<file path="config.mk">
export PLATFORM = sky130hd
export DESIGN_NAME = updown_counter_flat
export DESIGN_NICKNAME = d
export VERILOG_FILES = /design/src/rtl/updown_counter_pkg.sv /design/src/rtl/updown_counter_if.sv /design/src/rtl/updown_counter_next.sv /design/src/rtl/updown_counter.sv /design/src/flat_wrapper.sv
export SDC_FILE = /design/constraint.sdc
export NUM_CORES = 1
export LEC_CHECK = 0
export BUFFER_PORTS_ARGS = -buffer_cell sky130_fd_sc_hd__buf_2
export CORE_MARGIN = 2
export CORE_UTILIZATION = 25
export DETAILED_ROUTE_END_ITERATION = 7
export GPL_TIMING_DRIVEN = 0
export SLEW_MARGIN = 20
export SYNTH_ARGS = -nofsm -noshare
export SYNTH_HDL_FRONTEND = slang
export SYNTH_SLANG_ARGS = --single-unit
</file>
<file path="constraint.sdc">
create_clock -name clk -period 2.8 [get_ports clk]
set_clock_uncertainty 0.15 [all_clocks]
set_input_delay 0.28 -clock clk [delete_from_list [all_inputs] [get_ports clk]]
set_output_delay 0.28 -clock clk [all_outputs]
set_load 0.1 [all_outputs]
</file>
<file path="src/rtl/updown_counter_pkg.sv">
// Shared constants and the control-priority decode for the up/down counter.
package updown_counter_pkg;

    localparam int unsigned DEFAULT_WIDTH   = 8;
    localparam int unsigned DEFAULT_MODULUS = 256;

    // Operation selected on a clock edge after priority resolution.
    typedef enum logic [1:0] {
        OpHold,
        OpClear,
        OpLoad,
        OpCount
    } op_e;

    // clear beats load, load beats en; nothing asserted means hold.
    function automatic op_e decode_op(logic clear, logic load, logic en);
        if (clear) begin
            return OpClear;
        end
        if (load) begin
            return OpLoad;
        end
        if (en) begin
            return OpCount;
        end
        return OpHold;
    endfunction

endpackage

</file>
<file path="src/rtl/updown_counter_if.sv">
// Control and status bundle of the up/down counter.
interface updown_counter_if
    import updown_counter_pkg::*;
#(
    parameter int unsigned WIDTH = DEFAULT_WIDTH
) ();

    logic             clear;
    logic             load;
    logic [WIDTH-1:0] load_val;
    logic             en;
    logic             up;
    logic [WIDTH-1:0] count;
    logic             at_max;
    logic             at_min;
    logic             wrap;

    // Controlling side: drives the controls, observes the count.
    modport master (
        output clear, load, load_val, en, up,
        input  count, at_max, at_min, wrap
    );

    // Counter side.
    modport slave (
        input  clear, load, load_val, en, up,
        output count, at_max, at_min, wrap
    );

endinterface

</file>
<file path="src/rtl/updown_counter_next.sv">
// Combinational next-state logic: next count value and wrap pulse.
module updown_counter_next
    import updown_counter_pkg::*;
#(
    parameter int unsigned WIDTH    = DEFAULT_WIDTH,
    parameter int unsigned MODULUS  = DEFAULT_MODULUS,
    parameter int unsigned SATURATE = 0
) (
    input  logic [WIDTH-1:0] count,
    input  logic             clear,
    input  logic             load,
    input  logic [WIDTH-1:0] load_val,
    input  logic             en,
    input  logic             up,
    output logic [WIDTH-1:0] count_next,
    output logic             wrap_next
);

    localparam logic [WIDTH-1:0] MAX_VAL = WIDTH'(MODULUS - 1);

    op_e op;

    // Resolve control priority, then step/clamp the count within 0..MAX_VAL.
    always_comb begin
        count_next = count;
        wrap_next  = 1'b0;
        op         = decode_op(clear, load, en);
        unique case (op)
            OpClear: begin
                count_next = '0;
            end
            OpLoad: begin
                count_next = (load_val > MAX_VAL) ? MAX_VAL : load_val;
            end
            OpCount: begin
                if (up) begin
                    if (count != MAX_VAL) begin
                        count_next = count + WIDTH'(1);
                    end else if (SATURATE == 0) begin
                        count_next = '0;
                        wrap_next  = 1'b1;
                    end
                end else begin
                    if (count != '0) begin
                        count_next = count - WIDTH'(1);
                    end else if (SATURATE == 0) begin
                        count_next = MAX_VAL;
                        wrap_next  = 1'b1;
                    end
                end
            end
            default: begin
                count_next = count;
            end
        endcase
    end

endmodule

</file>
<file path="src/rtl/updown_counter.sv">
// Parametrised up/down counter: register stage plus boundary decode.
module updown_counter
    import updown_counter_pkg::*;
#(
    parameter int unsigned WIDTH    = DEFAULT_WIDTH,
    parameter int unsigned MODULUS  = DEFAULT_MODULUS,
    parameter int unsigned SATURATE = 0
) (
    input  logic           clk,
    input  logic           reset,
    updown_counter_if.slave bus
);

    localparam logic [WIDTH-1:0] MAX_VAL = WIDTH'(MODULUS - 1);

    logic [WIDTH-1:0] count_q;
    logic [WIDTH-1:0] count_d;
    logic             wrap_q;
    logic             wrap_d;

    updown_counter_next #(
        .WIDTH    (WIDTH),
        .MODULUS  (MODULUS),
        .SATURATE (SATURATE)
    ) u_next (
        .count      (count_q),
        .clear      (bus.clear),
        .load       (bus.load),
        .load_val   (bus.load_val),
        .en         (bus.en),
        .up         (bus.up),
        .count_next (count_d),
        .wrap_next  (wrap_d)
    );

    // Count and wrap registers; reset forces zero without waiting for clk.
    always_ff @(posedge clk or posedge reset) begin
        if (reset) begin
            count_q <= '0;
            wrap_q  <= 1'b0;
        end else begin
            count_q <= count_d;
            wrap_q  <= wrap_d;
        end
    end

    // Flags decode straight from the register so they align with count.
    always_comb begin
        bus.count  = count_q;
        bus.wrap   = wrap_q;
        bus.at_max = (count_q == MAX_VAL);
        bus.at_min = (count_q == '0);
    end

endmodule

</file>
<file path="src/flat_wrapper.sv">
// flat-port wrapper written by rule: the top's interface ports become plain ports
module updown_counter_flat import updown_counter_pkg::*;
#(
    parameter int unsigned WIDTH    = DEFAULT_WIDTH,
    parameter int unsigned MODULUS  = DEFAULT_MODULUS,
    parameter int unsigned SATURATE = 0
)
  (clk, reset, bus_clear, bus_load, bus_load_val, bus_en, bus_up, bus_count, bus_at_max, bus_at_min, bus_wrap);
  updown_counter_if #(.WIDTH(WIDTH)) bus_i ();
  input  logic clk;
  input  logic reset;
  input wire logic [$bits(bus_i.clear)-1:0] bus_clear;
  input wire logic [$bits(bus_i.load)-1:0] bus_load;
  input wire logic [$bits(bus_i.load_val)-1:0] bus_load_val;
  input wire logic [$bits(bus_i.en)-1:0] bus_en;
  input wire logic [$bits(bus_i.up)-1:0] bus_up;
  output wire logic [$bits(bus_i.count)-1:0] bus_count;
  output wire logic [$bits(bus_i.at_max)-1:0] bus_at_max;
  output wire logic [$bits(bus_i.at_min)-1:0] bus_at_min;
  output wire logic [$bits(bus_i.wrap)-1:0] bus_wrap;
  assign bus_i.clear = bus_clear;
  assign bus_i.load = bus_load;
  assign bus_i.load_val = bus_load_val;
  assign bus_i.en = bus_en;
  assign bus_i.up = bus_up;
  assign bus_count = bus_i.count;
  assign bus_at_max = bus_i.at_max;
  assign bus_at_min = bus_i.at_min;
  assign bus_wrap = bus_i.wrap;
  updown_counter #(.WIDTH(WIDTH), .MODULUS(MODULUS), .SATURATE(SATURATE)) u_core (.clk(clk), .reset(reset), .bus(bus_i));
endmodule
</file>
==> summary.log <==
INFO  status         status=finished clean
INFO  power          ir_worst_vdd=0.137mV
INFO  worst_setup_path minimum_setup_slack_among_reg_to_reg_paths=620ps
INFO  synthesis      fraction_of_registers_with_async_set_reset=1.00
INFO  placement      hpwl=1860µm
INFO  worst_setup_path cp_max_fo=10
INFO  synthesis      synth_sequential_area_ratio=0.255
INFO  synthesis      post_synth_inst_count=111
INFO  layout         fraction_of_final_layout_cells_sized_beyond_drive_strength_1=0.328
INFO  sta            finalCritPeriodShare=0.903
INFO  worst_setup_path worstPathArrival=2100ps
INFO  cts            post_cts.resized_instances=0
INFO  global_route   grt_max_degree=11
INFO  global_route   grt.total_usage=0.127
INFO  cts            clk_latency=260ps
INFO  power          static-leakage-power=0.000455µW
INFO  sta            total_count_of_hold_check_failures_in_the_final_report=0
INFO  power          seq_power_share=0.301
INFO  sta            rsz_0062_raised_after_global_routing=no
INFO  worst_setup_path critical-path-top-cell-by-count=sky130_fd_sc_hd__buf_2
INFO  power          post_layout_total_power=502µW
INFO  synthesis      synth_edf_count=0
INFO  sta            finalSetupTns=0ps
INFO  worst_setup_path worstSetupPathType=reg -> out
INFO  layout         nFillCells=389
INFO  layout         antennaDiodeCount=0
INFO  synthesis      post_synthesis_net_count=128
INFO  synthesis      total_number_of_yosys_warnings=0
INFO  worst_setup_path largest_stage_delay_on_the_critical_path=560ps
INFO  worst_setup_path reg2reg_from=u_core.bus.count[3]$_DFFE_PP0P_
INFO  worst_setup_path critPathLaunchType=flop
INFO  synthesis      synth.area.top_cells=sky130_fd_sc_hd__dfrtp_1 26%, sky130_fd_sc_hd__a21oi_1 7.4%, sky130_fd_sc_hd__nor3b_1 6.0%
INFO  layout         synthToLayoutAreaGrowth=26.5%
INFO  power          power_frac_comb=0.498
INFO  drt            via_count=950
INFO  cts            clock_sinks=9
INFO  layout         layout.nets=155
INFO  drt            initialDrtViolationCount=37
INFO  cts            cts_max_level=1
INFO  synthesis      synth_flop_cell=sky130_fd_sc_hd__dfrtp_1
INFO  power          switching_power=233µW
INFO  placement      pre_cts_ws=540ps
INFO  global_route   number_of_antenna_violations_at_the_first_check_in_global_routing=0
INFO  layout         footprint_of_the_multi_input_gates=592µm²
INFO  die            die_height=63.4µm
INFO  sta            setup_slack=271ps
INFO  cts            post_cts.repair.setup_buffers=0
INFO  die            fp.dieArea=0.00402mm²
INFO  sta            fmax=395MHz
INFO  power          p_int=269µW
INFO  synthesis      postSynthRegisterBits=9
INFO  power          netSwitchingFraction=0.464
INFO  global_route   grt_remaining_overflow=0
INFO  power          power_per_cell_area=450mW/mm²
INFO  synthesis      yosys.area.top_type=sky130_fd_sc_hd__dfrtp_1
INFO  global_route   grt_first_pass_wirelength=4020µm
INFO  cts            hold_buffers=1
INFO  sta            worst_pin_slew=462ps
INFO  drt            wl_per_cell=13.3µm
INFO  cts            cts-root-buf=sky130_fd_sc_hd__clkbuf_4
INFO  drt            drcViolationCount=0
INFO  cts            clk_pin_slew=60ps
INFO  worst_setup_path critPathSlowestCell=sky130_fd_sc_hd__or4_4
INFO  global_route   grt_pass1_vias=857
INFO  worst_setup_path critical_path_required=2370ps
INFO  layout         sequential_cell_area_in_the_final_layout=236µm²
INFO  die            initial_core_util=0.262
INFO  placement      buffer_ports.inserted=21
INFO  drt            via_per_inst=5.19
INFO  die            floorplan.io_pins=25
INFO  synthesis      synth_area_per_cell=7.95µm²
INFO  sta            timing.final.max_slew_violations=0
INFO  die            core=0.00336mm²
INFO  worst_setup_path timing.critical_path.to=bus_at_min
INFO  cts            cts_tree=built
INFO  run            max_cap_violations=0
INFO  worst_setup_path reg2reg_depth=5
INFO  sta            relSlewSlack=0.684
INFO  drt            drt-pass1-iter-count=4
INFO  drt            routed_wirelength=2440µm
INFO  worst_hold_path worst_hold_path_type=in -> reg
INFO  worst_setup_path crit_start=u_core.bus.count[3]$_DFFE_PP0P_
INFO  worst_setup_path reg_to_reg_endpoint=u_core.bus.count[7]$_DFFE_PP0P_
INFO  worst_setup_path critical_path.endpoint_type=primary output
INFO  sta            period_minus_slack=2530ps
INFO  drt            ant_nets=0
INFO  die            die_x=63.4µm
INFO  placement      routabilityCongestion=0.856
INFO  worst_setup_path path_cells=buf_2, or4_4, nor3_4, buf_2
INFO  cts            clockBufferDepth=2
INFO  sta            finalSetupViolCount=0
INFO  synthesis      synth_top_area_share=0.255
INFO  synthesis      synthDistinctLibCells=39
INFO  power          power.share.clock=0.202
INFO  die            number_of_placement_rows=21
INFO  synthesis      netlist_area=882µm²
INFO  cts            numCtsBuffers=3
[per-layer routing]
| layer | track usage | vias up | routed length [µm] |
|---|---|---|---|
| met5 | 0 | - | 0 |
| met4 | 0.0571 | 0 | 51 |
| met3 | 0.00714 | 5 | 135 |
| met2 | 0.228 | 39 | 1250 |
| met1 | 0.155 | 447 | 996 |
| li1 | - | 459 | - |
[registers in the layout, summed over array words and instances, names as in the netlist]
signal / cells
u_core.bus.count: 8
u_core.bus.wrap: 1
[kinds of logic after synthesis]
| group | count (synthesis) | synth area share |
|---|---|---|
| compound gates | 33 | 0.245 |
| xor+xnor | 7 | 0.0695 |
| fa+ha+maj | 3 | 0.0426 |
| buf+inv | 19 | 0.0993 |
| flops | 9 | 0.255 |
| mux | 1 | 0.0113 |
| simple gates | 39 | 0.277 |
[Yosys cell counts, drive strengths merged, types with 2 or more instances]
master / n
nor4: 3
o32ai: 2
nor2: 5
xnor2: 4
o31ai: 2
xor2: 3
o2bb2ai: 2
clkbuf: 7
nor3b: 7
inv: 7
nor3: 8
or3: 3
o21a: 2
nand2: 3
ha: 3
nand3: 4
a31oi: 2
o21ai: 3
dfrtp: 9
a21oi: 13
buf: 5
or4: 3
[critical path, delay by kind of cell, from the launching register on]
kind                   cells  cell delay (ps)
and+or+nand+nor            2              730
buffers and inverters      2              630
DFF                        1              460
[worst min path at each step]
stage | start | end | slack (ps) | depth (start not counted)
global placement | reset | u_core.bus.wrap$_DFF_PP0_ | 110 | 2
CTS | bus_load_val[2] | u_core.bus.count[2]$_DFFE_PP0P_ | 170 | 3
global route | bus_load_val[3] | u_core.bus.count[3]$_DFFE_PP0P_ | 200 | 3
floorplan | reset | u_core.bus.count[7]$_DFFE_PP0P_ | -40 | 1
detailed placement | reset | u_core.bus.wrap$_DFF_PP0_ | 110 | 2
finish | bus_load_val[2] | u_core.bus.count[2]$_DFFE_PP0P_ | 160 | 3
[cell type report]
cell class	count	share of cell area
multi-input cells	83	0.530
clock buffers	4	0.0235
inverters	7	0.0235
flip-flops and latches	9	0.212
repair buffers	22	0.103
plain buffers	12	0.0561
well taps	46	0.0516
[power by group through the flow]
stage	logic [µW]	registers, µW	clock network, µW
2_1_floorplan	133	221	0
3_3_place_gp	244	153	0
3_5_place_dp	247	154	0
4_1_cts	249	151	103
5_1_grt	267	152	109
6_report	250	151	101
[layout by cell type (no fill, tap or decap), types with 2 or more instances in the layout]
| cell | Yosys | routed |
|---|---|---|
| sky130_fd_sc_hd__nand2_1 | 3 | 3 |
| sky130_fd_sc_hd__or4_1 | 2 | 2 |
| sky130_fd_sc_hd__clkbuf_2 | 1 | 2 |
| sky130_fd_sc_hd__dfrtp_1 | 9 | 2 |
| sky130_fd_sc_hd__clkbuf_4 | 0 | 3 |
| sky130_fd_sc_hd__o32ai_1 | 2 | 2 |
| sky130_fd_sc_hd__nor3_4 | 1 | 3 |
| sky130_fd_sc_hd__buf_2 | 3 | 24 |
| sky130_fd_sc_hd__xor2_1 | 3 | 3 |
| sky130_fd_sc_hd__a21oi_1 | 13 | 13 |
| sky130_fd_sc_hd__o21a_1 | 2 | 2 |
| sky130_fd_sc_hd__xnor2_1 | 4 | 4 |
| sky130_fd_sc_hd__nand3_1 | 4 | 4 |
| sky130_fd_sc_hd__or3_1 | 2 | 2 |
| sky130_fd_sc_hd__inv_1 | 7 | 7 |
| sky130_fd_sc_hd__nor3_1 | 7 | 5 |
| sky130_fd_sc_hd__o31ai_1 | 2 | 2 |
| sky130_fd_sc_hd__a31oi_1 | 2 | 2 |
| sky130_fd_sc_hd__o2bb2ai_1 | 2 | 2 |
| sky130_fd_sc_hd__o21ai_0 | 3 | 3 |
| sky130_fd_sc_hd__clkbuf_1 | 6 | 6 |
| sky130_fd_sc_hd__nor2_1 | 5 | 5 |
| sky130_fd_sc_hd__dfrtp_2 | 0 | 6 |
| sky130_fd_sc_hd__ha_1 | 3 | 3 |
| sky130_fd_sc_hd__nor4_1 | 3 | 3 |
| sky130_fd_sc_hd__nor3b_1 | 7 | 7 |
[per-stage QoR]
stage,utilization,std cells,hold slack [ps],instance area [µm²]
final,0.332,183,165,1120
after global routing,0.332,183,195,1120
after CTS,0.332,183,173,1120
after detailed placement,0.321,178,110,1080
after global placement,0.321,178,107,1080
after floorplan,-,111,-42.5,917
No activity file was read; power rests on OpenSTA's default activity.
